$ cat src/rtl/pkt_dequeue_pkg.sv
// Shared widths, word flags, FSM encoding and helpers for the packet dequeue engine.
package pkt_dequeue_pkg;

  localparam int unsigned DATA_W    = 134;
  localparam int unsigned NUM_Q     = 8;
  localparam int unsigned QIDX_W    = $clog2(NUM_Q);
  localparam int unsigned FLAG_W    = 2;
  localparam int unsigned WCNT_W    = 10;
  localparam int unsigned PKT_CNT_W = 32;
  localparam int unsigned ERR_CNT_W = 16;

  localparam logic [FLAG_W-1:0] FLAG_HEAD = 2'b01;
  localparam logic [FLAG_W-1:0] FLAG_MID  = 2'b11;
  localparam logic [FLAG_W-1:0] FLAG_TAIL = 2'b10;

  typedef enum logic [1:0] {
    ST_IDLE    = 2'd0,
    ST_READ    = 2'd1,
    ST_DISCARD = 2'd2,
    ST_DONE    = 2'd3
  } state_t;

  typedef struct packed {
    logic [FLAG_W-1:0]        flags;
    logic [DATA_W-FLAG_W-1:0] payload;
  } pkt_word_t;

  function automatic logic is_onehot(input logic [NUM_Q-1:0] v);
    return (v != '0) && ((v & (v - NUM_Q'(1))) == '0);
  endfunction

  function automatic logic [QIDX_W-1:0] onehot_idx(input logic [NUM_Q-1:0] v);
    logic [QIDX_W-1:0] idx;
    idx = '0;
    for (int unsigned i = 0; i < NUM_Q; i++) begin
      if (v[i]) idx = QIDX_W'(i);
    end
    return idx;
  endfunction

endpackage

$ cat src/rtl/pkt_sat_cnt.sv
// Event counter that sticks at all-ones instead of wrapping.
module pkt_sat_cnt #(
  parameter int unsigned WIDTH = 16
) (
  input  logic             clk,
  input  logic             rst_n,
  input  logic             inc,
  output logic [WIDTH-1:0] cnt
);

  always_ff @(posedge clk or negedge rst_n) begin
    if (!rst_n) begin
      cnt <= '0;
    end else if (inc && (cnt != '1)) begin
      cnt <= cnt + WIDTH'(1);
    end
  end

endmodule

$ cat src/rtl/pkt_dequeue.sv
// Drains one granted show-ahead queue packet-by-packet into the output FIFO,
// dropping malformed packets and truncating oversize ones.
module pkt_dequeue
  import pkt_dequeue_pkg::*;
#(
  parameter string       PLATFORM  = "xilinx",
  parameter int unsigned MAX_WORDS = 128
) (
  input  logic                    clk,
  input  logic                    rst_n,
  input  logic [NUM_Q-1:0]        in_sel,
  input  logic [NUM_Q*DATA_W-1:0] in_q_data,
  input  logic [NUM_Q-1:0]        in_q_empty,
  output logic [NUM_Q-1:0]        out_q_rden,
  output logic [DATA_W-1:0]       out_pkt_data,
  output logic                    out_pkt_valid,
  output logic                    out_outport_free,
  output logic [PKT_CNT_W-1:0]    out_pkt_cnt,
  output logic [ERR_CNT_W-1:0]    out_err_cnt
);

  state_t            state;
  logic [QIDX_W-1:0] q_idx;
  logic              first_word;
  logic [WCNT_W-1:0] word_cnt;
  pkt_word_t         out_word;

  pkt_word_t         heads_c [NUM_Q];
  pkt_word_t         head_c;
  logic              q_empty_c;
  logic              pop_c;
  logic              tail_c;
  logic              last_slot_c;
  logic              sel_err_c;
  logic              first_empty_c;
  logic              bad_head_c;
  logic              overflow_c;
  logic              err_inc_c;
  logic              pkt_inc_c;
  logic [NUM_Q-1:0]  rden_c;

  // Head-word decode of the granted queue and per-cycle event detection.
  always_comb begin
    for (int unsigned i = 0; i < NUM_Q; i++) begin
      heads_c[i] = pkt_word_t'(in_q_data[i*DATA_W +: DATA_W]);
    end
    head_c      = heads_c[q_idx];
    q_empty_c   = in_q_empty[q_idx];
    pop_c       = ((state == ST_READ) || (state == ST_DISCARD)) && !q_empty_c;
    tail_c      = (head_c.flags == FLAG_TAIL);
    last_slot_c = (word_cnt == WCNT_W'(MAX_WORDS - 1));

    sel_err_c     = (state == ST_IDLE) ? ((in_sel != '0) && !is_onehot(in_sel))
                                       : (in_sel != '0);
    first_empty_c = (state == ST_READ) && first_word && q_empty_c;
    bad_head_c    = (state == ST_READ) && first_word && pop_c && (head_c.flags != FLAG_HEAD);
    overflow_c    = (state == ST_READ) && pop_c && !bad_head_c && !tail_c && last_slot_c;

    // Coincident error sources collapse into a single increment.
    err_inc_c = sel_err_c | first_empty_c | bad_head_c | overflow_c;
    pkt_inc_c = (state == ST_READ) && pop_c && !bad_head_c && (tail_c || last_slot_c);

    rden_c = '0;
    if (pop_c) rden_c[q_idx] = 1'b1;
  end

  // Vendor hook: both targets currently drive the pop strobes straight from the decode.
  if (PLATFORM == "xilinx") begin : g_rden_xilinx
    assign out_q_rden = rden_c;
  end else begin : g_rden_generic
    assign out_q_rden = rden_c;
  end

  always_ff @(posedge clk or negedge rst_n) begin
    if (!rst_n) begin
      state            <= ST_IDLE;
      q_idx            <= '0;
      first_word       <= 1'b0;
      word_cnt         <= '0;
      out_word         <= '0;
      out_pkt_valid    <= 1'b0;
      out_outport_free <= 1'b0;
    end else begin
      out_pkt_valid    <= 1'b0;
      out_outport_free <= 1'b0;
      unique case (state)
        ST_IDLE: begin
          if (is_onehot(in_sel)) begin
            q_idx      <= onehot_idx(in_sel);
            first_word <= 1'b1;
            state      <= ST_READ;
          end
        end
        ST_READ: begin
          if (q_empty_c) begin
            if (first_word) begin
              state            <= ST_DONE;
              out_outport_free <= 1'b1;
            end
          end else begin
            word_cnt   <= word_cnt + WCNT_W'(1);
            first_word <= 1'b0;
            if (bad_head_c) begin
              state <= ST_DISCARD;
            end else begin
              out_word      <= head_c;
              out_pkt_valid <= 1'b1;
              if (tail_c) begin
                state            <= ST_DONE;
                out_outport_free <= 1'b1;
              end else if (last_slot_c) begin
                // Truncated packet: close it downstream, then drop the remainder.
                out_word.flags <= FLAG_TAIL;
                state          <= ST_DISCARD;
              end
            end
          end
        end
        ST_DISCARD: begin
          if (pop_c && tail_c) begin
            state            <= ST_DONE;
            out_outport_free <= 1'b1;
          end
        end
        ST_DONE: begin
          word_cnt <= '0;
          state    <= ST_IDLE;
        end
        default: state <= ST_IDLE;
      endcase
    end
  end

  assign out_pkt_data = out_word;

  pkt_sat_cnt #(.WIDTH(PKT_CNT_W)) u_pkt_cnt (
    .clk   (clk),
    .rst_n (rst_n),
    .inc   (pkt_inc_c),
    .cnt   (out_pkt_cnt)
  );

  pkt_sat_cnt #(.WIDTH(ERR_CNT_W)) u_err_cnt (
    .clk   (clk),
    .rst_n (rst_n),
    .inc   (err_inc_c),
    .cnt   (out_err_cnt)
  );

endmodule

$ cat config.mk
export PLATFORM = sky130hd
export DESIGN_NAME = pkt_dequeue
export DESIGN_NICKNAME = d
export VERILOG_FILES = /design/src/rtl/pkt_dequeue_pkg.sv /design/src/rtl/pkt_sat_cnt.sv /design/src/rtl/pkt_dequeue.sv
export SDC_FILE = /design/constraint.sdc
export NUM_CORES = 1
export LEC_CHECK = 0
export BUFFER_PORTS_ARGS = -buffer_cell sky130_fd_sc_hd__buf_4
export CORE_AREA = 2 2 500 502
export DETAILED_ROUTE_END_ITERATION = 8
export DIE_AREA = 0 0 502 504
export HOLD_SLACK_MARGIN = 0.12
export PLACE_DENSITY = 0.33
export SKIP_CTS_REPAIR_TIMING = 1
export SYNTH_ARGS = -nofsm -noshare
export SYNTH_HDL_FRONTEND = slang
export SYNTH_HIERARCHICAL = 1
export SYNTH_SLANG_ARGS = --single-unit
$ cat constraint.sdc
create_clock -name clk -period 3.4 [get_ports clk]
set_input_delay 0.17 -clock clk [delete_from_list [all_inputs] [get_ports clk]]
set_output_delay 0.17 -clock clk [all_outputs]
set_load 0.005 [all_outputs]
==> results of run 1 <==
## flip-flops by register name, indices dropped and copies added (netlist names), 2 cells and up
register and count:
word_cnt 10, q_idx 3, state 2, out_pkt_data 134, u_pkt_cnt/cnt 32, u_err_cnt/cnt 16
## stage by stage
step / worst slack (ps) / hold WS (ps) / instance area (um^2) / instances / setup TNS [ps]
6_report: 113 / 117 / 35000 / 6733 / 0
3_5_place_dp: -137 / 222 / 28500 / 6058 / -356
4_1_cts: -134 / -456 / 29200 / 6090 / -318
3_3_place_gp: -144 / 216 / 28500 / 6058 / -448
2_1_floorplan: 22.5 / -126 / 14100 / 1483 / 0
5_1_grt: 2.43 / 94.4 / 34900 / 6680 / 0
## cell usage in the layout, fill, tap and decap left out, drive strengths merged, types with 11 or more instances in the layout
| master | count |
|---|---|
| clkbuf | 18 |
| and3 | 12 |
| a31oi | 137 |
| nand3 | 27 |
| nand4 | 32 |
| diode | 80 |
| nor3 | 13 |
| a21o | 131 |
| nor2 | 39 |
| a21oi | 11 |
| buf | 1403 |
| inv | 17 |
| dlygate4sd3 | 560 |
| nand2 | 35 |
| a221oi | 137 |
| a22oi | 259 |
| o21ai | 17 |
| a22o | 138 |
| dfrtp | 200 |
| xor2 | 19 |
| xnor2 | 22 |
## worst min path at each step
stage	slack, ps	cells after the start	endpoint	start
2_1_floorplan	-130	0	first_word	rst_n
3_3_place_gp	220	1	u_pkt_cnt/cnt[26]	rst_n
3_5_place_dp	220	1	u_pkt_cnt/cnt[30]	rst_n
4_1_cts	-460	1	u_pkt_cnt/cnt[19]	rst_n
5_1_grt	90	4	out_pkt_data[44]	in_q_data[982]
6_report	120	5	out_pkt_data[39]	in_q_data[977]
## cell families after synthesis
logic type                 synth area share, %
AOI/OAI and AO/OA                         46.2
buffers and inverters                     4.90
xor gates and xnor gates                  2.55
adders and majority gates                0.790
and+or+nand+nor                           8.38
muxes                                     1.65
DFF                                       35.5
## final cells by class
cell class	count	area [um^2]	share of cell area, %
clock inverter	14	203	0.579
clock buffer	18	439	1.25
antenna	80	200	0.571
tap	3330	4170	11.9
inverter	11	41.3	0.118
timing repair buffer	1963	16500	47.0
sequential	200	5010	14.3
multi-input combinational	1117	8520	24.3
## metal layers
layer  vias up  GRT usage (%)
li1       9984              -
met1     11900           19.4
met2      1583           25.6
met3       396           9.10
met4       124           4.65
met5         -              0
## worst min-delay path: stages
cell,delay (ps)
buf_4,80
a22oi_1,50
a31oi_1,130
buf_4,130
a21o_1,70
## power groups by stage
stage	Combinational [mW]	Clock [mW]	Sequential, mW
floorplan	4.83	0	3.84
global placement	12.7	0	3.99
global route	15.3	2.85	4.06
CTS	12.8	2.82	3.94
detailed placement	12.7	0	4.00
finish	14.5	2.63	3.95
==> impl_metrics.json, run 1 <==
{
  "synth-edff-count": 0,
  "ys.flop_type": "dfrtp_1",
  "grt_pass1_wl_um": 264000,
  "highest_layer": "met5",
  "ys_seq_area_share_pct": 35.5,
  "ys_ff_latch": 200,
  "fin_crit_sh_pct": 96.7,
  "synthArstFlopShare_pct": 100,
  "port_buffers": 1281,
  "p_seq_share_pct": 18.7,
  "dr.pass1.iters": 6,
  "p_switching_mw": 10.1,
  "intPower_mw": 11.0,
  "outcome": "finished, final reports clean",
  "wl_met2_um": 95800,
  "p_per_area_nw_per_um2": 601,
  "hold_class": "input pin to flop",
  "slew_headroom_pct": 38.1,
  "power_mw": 21.1,
  "drc": 0,
  "end_kind": "flop",
  "num_vias": 24000,
  "synthDistinctLibCells": 69,
  "max_freq_mhz": 304,
  "yosysMostFrequentCell": "a22oi_1",
  "cp_top_family": "buffers and inverters",
  "path_max_fanout": 35,
  "setup_viol": 0,
  "final_nets": 4408,
  "leakage_nw": 14.7,
  "worstSetupStartpoint": "q_idx[2]",
  "synth_top_area_share_pct": 35.5,
  "cap_viol_max_count": 0,
  "die_w_um": 502,
  "min_period_ps": 3290,
  "yosysWarnings": 6,
  "avgSynthCellArea_um2": 9.51,
  "cp.arrival_ps": 3790,
  "netlist_area_um2": 14100,
  "io_pins": 1282,
  "wl_per_cell_um": 32.7,
  "start_util_pct": 5.70,
  "grt_start_max_net_pins": 116,
  "clk_latency_ps": 580,
  "nFillCells": 28400,
  "cts_tree": "built",
  "power_frac_clock_pct": 12.5,
  "syn_to_final_growth_pct": 148,
  "max_stage_delay_ps": 610,
  "die_area_um2": 253000,
  "core_um2": 248000,
  "viasPerCell": 3.56,
  "fin_skew_ps": 36.2,
  "synthCells": 1483,
  "grt_antenna_before_repair": 232,
  "worstMarginPinSlew_ps": 929,
  "num_rows": 183,
  "peakVddDrop_mv": 0.467,
  "dr.first_iter.drc_count": 2047,
  "wl_met3_um": 27000,
  "timing.rr.end": "out_pkt_data[119]",
  "worst-path-stages": 10,
  "cp.required_ps": 3910,
  "criticalPathCategory": "flop to flop",
  "endpoint": "out_pkt_data[119]",
  "htree_levels": 4,
  "grt_pass1_vias": 21200,
  "power.share.combinational_pct": 68.8,
  "path_cells": "buf_4 > buf_4 > nor3b_2 > buf_12 > buf_12 > a22o_1 > a221oi_1 > dlygate4sd3_1 > a31oi_1 > a21o_1",
  "fin_util_pct": 14.2,
  "cpMaxStageDelayCell": "dlygate4sd3_1",
  "path_clk_slew_ps": 100,
  "slew_violations": 0,
  "reg2regPathDepth": 10,
  "rsz0062_at_grt": "false",
  "cts_made_buffers": 17,
  "drive_gt1_share_pct": 44.7,
  "gp_congestion": 0.950,
  "antenna_left": 0,
  "hold_viol_final": 0,
  "drt_wl_total_um": 220000,
  "synth_common_cells": "a22oi_1, dfrtp_1, a22o_1, a31oi_1, a221oi_1",
  "synthTopCellsByArea": "dfrtp_1, a22oi_1, a22o_1",
  "die_h_um": 504,
  "synthesis.nets": 2581,
  "cts-root-buf": "clkbuf_16",
  "cts_sinks": 200,
  "critPathLaunchType": "flop",
  "grt_overflow": 0,
  "dp_hpwl_um": 191000,
  "switching_share_pct": 48.0,
  "synth_top_area_cell": "dfrtp_1",
  "worstReg2RegStart": "q_idx[2]",
  "rrSetupSlack_ps": 110,
  "grt_usage_pct": 16.5,
  "cp_num_buf_inv": 5,
  "cts_buffer_depth": 2,
  "m1WireLength_um": 89700
}
No activity file was read; power rests on OpenSTA's default activity.
==> inputs of run 2 (changes only) <==
--- a/config.mk
+++ b/config.mk
@@ -5,12 +5,13 @@
 export SDC_FILE = /design/constraint.sdc
 export NUM_CORES = 1
 export LEC_CHECK = 0
-export BUFFER_PORTS_ARGS = -buffer_cell sky130_fd_sc_hd__buf_4
 export CORE_AREA = 2 2 500 502
 export DETAILED_ROUTE_END_ITERATION = 8
 export DIE_AREA = 0 0 502 504
+export DONT_BUFFER_PORTS = 1
+export GPL_TIMING_DRIVEN = 0
 export HOLD_SLACK_MARGIN = 0.12
-export PLACE_DENSITY = 0.33
+export PLACE_DENSITY = 0.3
 export SKIP_CTS_REPAIR_TIMING = 1
 export SYNTH_ARGS = -nofsm -noshare
 export SYNTH_HDL_FRONTEND = slang
==> run 2 against run 1 <==
- the run now ends with negative hold slack, negative setup slack left
- non-clock buffer count decreased by 1358
- core utilization decreased by 4.0 points
- die area unchanged
- count of clock-buffer cells in the layout decreased by 1
- critical path depth increased by 6
- sequential share of layout area increased by 5.6 points
- sequential power increased by 24%
- global-route usage increased by 5.7 points
==> impl_metrics.json, run 2 (same netlist as run 1, synthesis figures left out) <==
{
  "outcome": "complete, but fails checks",
  "violations": "negative hold slack, negative setup slack",
  "worst-path-stages": 16,
  "end_kind": "flop",
  "io_pins": 1282,
  "dp_cells": 4856,
  "die_area_um2": 253000,
  "dr.first_iter.drc_count": 2052,
  "worstMarginPinSlew_ps": 1430,
  "cpMaxStageDelayCell": "or3_4",
  "rrSetupSlack_ps": -200,
  "grt_pass1_vias": 17100,
  "cts_buffer_depth": 2,
  "grt_pass1_wl_um": 332000,
  "cp.required_ps": 3880,
  "cts_sinks": 200,
  "endpoint": "u_pkt_cnt/cnt[18]",
  "viasPerCell": 3.81,
  "setup_viol": 18,
  "min_period_ps": 3600,
  "htree_levels": 4,
  "critPathLaunchType": "flop",
  "grt_usage_pct": 22.2,
  "cap_viol_max_count": 0,
  "wl_per_cell_um": 54.0,
  "rsz0062_at_grt": "true",
  "path_cells": "buf_6 > mux2_4 > a221oi_4 > o21ai_4 > or2_1 > a21o_1 > buf_12 > clkinv_16 > nand2_4 > nor2_4 > nand4_1 > or3_4 > nor3b_4 > buf_6 > and3_4 > xor2_1",
  "cts-root-buf": "clkbuf_16",
  "grt_antenna_before_repair": 323,
  "hold_viol_final": 200,
  "cp_common_cell": "buf_6",
  "drive_gt1_share_pct": 17.9,
  "drc": 0,
  "final_nets": 3050,
  "port_buffers": 0,
  "peakVddDrop_mv": 0.420,
  "core_um2": 248000,
  "slew_violations": 0,
  "fin_cells": 5437,
  "worstSetupStartpoint": "q_idx[2]",
  "timing.rr.end": "u_pkt_cnt/cnt[18]",
  "cp_num_buf_inv": 4,
  "worst_slack_ps": -199,
  "largest_reg_flops": 134,
  "hold_class": "input pin to asynchronous set/reset pin",
  "drt_wl_total_um": 294000,
  "cp_top_family": "simple AND/OR/NAND/NOR gates",
  "antenna_left": 0,
  "clk_latency_ps": 580,
  "slew_headroom_pct": 4.67,
  "p_per_area_nw_per_um2": 861,
  "worstReg2RegStart": "q_idx[2]",
  "max_stage_delay_ps": 460,
  "dp_hpwl_um": 254000,
  "grt_overflow": 0,
  "post-place-ws_ps": -2370,
  "leakage_nw": 8.78,
  "criticalPathCategory": "flop to flop",
  "cts_made_buffers": 17,
  "final_common_cell": "dlygate4sd3_1",
  "reg2regPathDepth": 16,
  "syn_to_final_growth_pct": 78.6,
  "num_rows": 183,
  "cts_tree": "built",
  "start_util_pct": 5.70,
  "fin_skew_ps": 37.4,
  "dr.pass1.iters": 5,
  "fin_crit_sh_pct": 106,
  "path_max_fanout": 8,
  "die_h_um": 504,
  "worst_hold_slack_ps": -702,
  "max_freq_mhz": 278,
  "num_vias": 20700,
  "gp_congestion": 1.02,
  "cp.arrival_ps": 4080,
  "die_w_um": 502,
  "grt_start_max_net_pins": 201,
  "layout_common_cells": "dlygate4sd3_1, a22oi_1, dfrtp_1",
  "path_clk_slew_ps": 110
}
run 2: metal layers:
metal  vias up  global-route usage [%]  part of all wire (%)  wire length, um
li1       7385                       -                     -                -
met1     10300                    24.2                    38           110000
met2      2062                    35.3                    45           133000
met3       704                    13.1                    13            38300
met4       194                    8.07                   3.8            11100
met5         -                       0                  0.46             1350
run 2: final cells by class:
class / count / area (um^2)
clock buffers: 17 / 425
clock inverters: 15 / 175
inverters: 11 / 67.6
flip-flops and latches: 200 / 5000
fillers: 28600 / 222000
multi-input cells: 1117 / 9100
well taps: 3330 / 4170
diodes: 142 / 355
repair buffers: 452 / 4910
plain buffers: 153 / 973
run 2: per-stage QoR:
step	TNS (ps)	hold WS [ps]	power, mW	instance area (um^2)	utilization [%]
floorplan	0	-126	8.67	14100	-
global placement	-515670	-117	17.3	18300	7.38
detailed placement	-244570	-117	18.0	19200	7.78
CTS	-256650	-770	20.6	19800	8.02
global route	-4060	-750	22.3	25000	10.1
finish	-1560	-702	21.7	25200	10.2
run 2: how the worst min path moves through the flow:
stage,to,from,cells past startpoint,slack [ps]
2_1_floorplan,first_word,rst_n,0,-130
3_3_place_gp,u_pkt_cnt/cnt[31],rst_n,0,-120
3_5_place_dp,u_pkt_cnt/cnt[31],rst_n,0,-120
4_1_cts,u_pkt_cnt/cnt[28],rst_n,0,-770
5_1_grt,u_pkt_cnt/cnt[28],rst_n,0,-750
6_report,u_pkt_cnt/cnt[30],rst_n,0,-700
run 2: power by group:
part           switching [mW]  total, mW  internal, mW
logic                    10.1       14.3          4.23
registers                1.66       4.89          3.24
clock network            1.49       2.49          1.00
==> inputs of run 3 (changes only) <==
--- a/config.mk
+++ b/config.mk
@@ -5,13 +5,15 @@
 export SDC_FILE = /design/constraint.sdc
 export NUM_CORES = 1
 export LEC_CHECK = 0
+export CELL_PAD_IN_SITES_DETAIL_PLACEMENT = 0
+export CELL_PAD_IN_SITES_GLOBAL_PLACEMENT = 1
 export CORE_AREA = 2 2 500 502
 export DETAILED_ROUTE_END_ITERATION = 8
 export DIE_AREA = 0 0 502 504
 export DONT_BUFFER_PORTS = 1
 export GPL_TIMING_DRIVEN = 0
 export HOLD_SLACK_MARGIN = 0.12
-export PLACE_DENSITY = 0.3
+export PLACE_DENSITY = 0.31
 export SKIP_CTS_REPAIR_TIMING = 1
 export SYNTH_ARGS = -nofsm -noshare
 export SYNTH_HDL_FRONTEND = slang
==> run 3 against run 2 <==
- the flow still finishes with violations (negative hold slack, negative setup slack)
- count of clock-buffer cells in the layout rose by 2
- cell count is 4.9% higher
- via count up 5.0%
- final area increased by 9.9%
- combinational power decreased by 3%
- critical endpoint is now u_pkt_cnt/cnt[20]
- highest routed layer unchanged
==> impl_metrics.json, run 3 (same netlist as run 1, synthesis figures left out) <==
{
  "drt_wl_total_um": 276000,
  "critPathLaunchType": "flop",
  "p_per_area_nw_per_um2": 780,
  "die_h_um": 504,
  "dp_hpwl_um": 238000,
  "port_buffers": 0,
  "cp_common_cell": "buf_6",
  "viasPerCell": 3.81,
  "fin_crit_sh_pct": 112,
  "wl_per_cell_um": 48.4,
  "peakVddDrop_mv": 0.477,
  "end_kind": "flop",
  "syn_to_final_growth_pct": 96.3,
  "cp.required_ps": 3880,
  "grt_usage_pct": 20.8,
  "dr.first_iter.drc_count": 2495,
  "drc": 0,
  "cpMaxStageDelayCell": "or3_4",
  "cts_sinks": 200,
  "grt_antenna_before_repair": 285,
  "slew_violations": 0,
  "layout_common_cells": "dlygate4sd3_1, a22oi_1, dfrtp_1",
  "max_stage_delay_ps": 490,
  "cp_top_family": "simple AND/OR/NAND/NOR gates",
  "clk_latency_ps": 580,
  "min_period_ps": 3800,
  "gp_congestion": 1.06,
  "largest_reg_flops": 134,
  "cap_viol_max_count": 0,
  "timing.rr.end": "u_pkt_cnt/cnt[20]",
  "worst-path-stages": 16,
  "antenna_left": 0,
  "num_rows": 183,
  "multi_input_area_um2": 8970,
  "finalInstanceArea_um2": 27700,
  "start_util_pct": 5.70,
  "cts_made_buffers": 17,
  "violations": "negative hold slack, negative setup slack",
  "core_um2": 248000,
  "leakage_nw": 9.94,
  "path_max_fanout": 10,
  "grt_pass1_wl_um": 314000,
  "drive_gt1_share_pct": 15.2,
  "worstReg2RegStart": "q_idx[1]",
  "hold_class": "input pin to asynchronous set/reset pin",
  "ff_latch_area_um2": 5000,
  "final_nets": 3308,
  "endpoint": "u_pkt_cnt/cnt[20]",
  "worst_hold_slack_ps": -705,
  "num_vias": 21700,
  "nFillCells": 28500,
  "grt_pass1_vias": 17100,
  "io_pins": 1282,
  "max_freq_mhz": 263,
  "cts_tree": "built",
  "worstSetupStartpoint": "q_idx[1]",
  "htree_levels": 4,
  "outcome": "complete, but fails checks",
  "fin_skew_ps": 27.7,
  "die_area_um2": 253000,
  "path_clk_slew_ps": 100,
  "path_cells": "buf_6 > buf_2 > a221oi_4 > o21ai_4 > or2_4 > a21o_4 > buf_16 > clkinv_16 > nand2_4 > nor2_4 > nand4_1 > or3_4 > nor3b_4 > buf_6 > and3_4 > xor2_1",
  "cp_num_buf_inv": 5,
  "criticalPathCategory": "flop to flop",
  "fin_util_pct": 11.2,
  "cp.arrival_ps": 4280,
  "cts-root-buf": "clkbuf_16",
  "grt_overflow": 0,
  "setup_viol": 60,
  "die_w_um": 502,
  "place_area_um2": 19200,
  "slew_headroom_pct": 1.50,
  "rsz0062_at_grt": "true",
  "dr.pass1.iters": 6,
  "rrSetupSlack_ps": -400,
  "worstMarginPinSlew_ps": 1480,
  "reg2regPathDepth": 16,
  "cts_buffer_depth": 2,
  "final_common_cell": "dlygate4sd3_1",
  "worst_slack_ps": -405,
  "grt_start_max_net_pins": 201,
  "hold_viol_final": 200
}
run 3: cell types whose count changed in the layout (fill, tap and decap cells not counted), moves of 6 or more:
| cell | before | now |
|---|---|---|
| buf_12 | 28 | 22 |
| dlygate4sd3_1 | 383 | 638 |
| a31oi_1 | 110 | 123 |
| clkbuf_1 | 13 | 21 |
| a31oi_4 | 10 | 0 |
| diode_2 | 142 | 148 |
| clkbuf_4 | 39 | 30 |
run 3: cell type report:
class	count	share of cell area, %
repair buffers	713	27.3
diodes	148	1.34
inverters	11	0.244
clock buffers	19	1.60
clock inverters	13	0.660
multi-input cells	1117	32.4
flip-flops and latches	200	18.1
plain buffers	150	3.33
well taps	3330	15.1
run 3: stage by stage:
step                      total power, mW  setup TNS, ps  instances  setup WS, ps  hold WS, ps
after floorplan                      8.67              0       1483          22.5         -126
after global placement               16.7        -616300       4813         -5390         -116
after detailed placement             17.5        -296730       4852         -2660         -114
after CTS                            20.3        -306030       4884         -2690         -786
after global routing                 22.3         -14520       5639          -582         -762
final                                21.6          -7460       5701          -405         -705
run 3: worst min path at each step:
stage / startpoint / end / slack [ps] / depth (start not counted)
floorplan: rst_n / first_word / -130 / 0
global placement: rst_n / q_idx[0] / -120 / 0
detailed placement: rst_n / q_idx[0] / -110 / 0
CTS: rst_n / q_idx[0] / -790 / 0
global route: rst_n / q_idx[0] / -760 / 0
finish: rst_n / q_idx[0] / -700 / 0
run 3: power breakdown:
group	internal (mW)	total, mW	leakage, nW	switching [mW]
Combinational	4.33	13.8	7.06	9.47
Sequential	3.23	5.18	2.57	1.95
Clock	1.15	2.62	0.304	1.47
Total	8.71	21.6	9.94	12.9
run 3: layer usage:
layer	GRT usage, %	up-vias	wire [um]
met3	9.73	700	29900
met5	0.0190	-	656
met2	33.6	2136	126000
met4	9.96	102	16100
li1	-	7880	-
met1	22.9	10900	103000
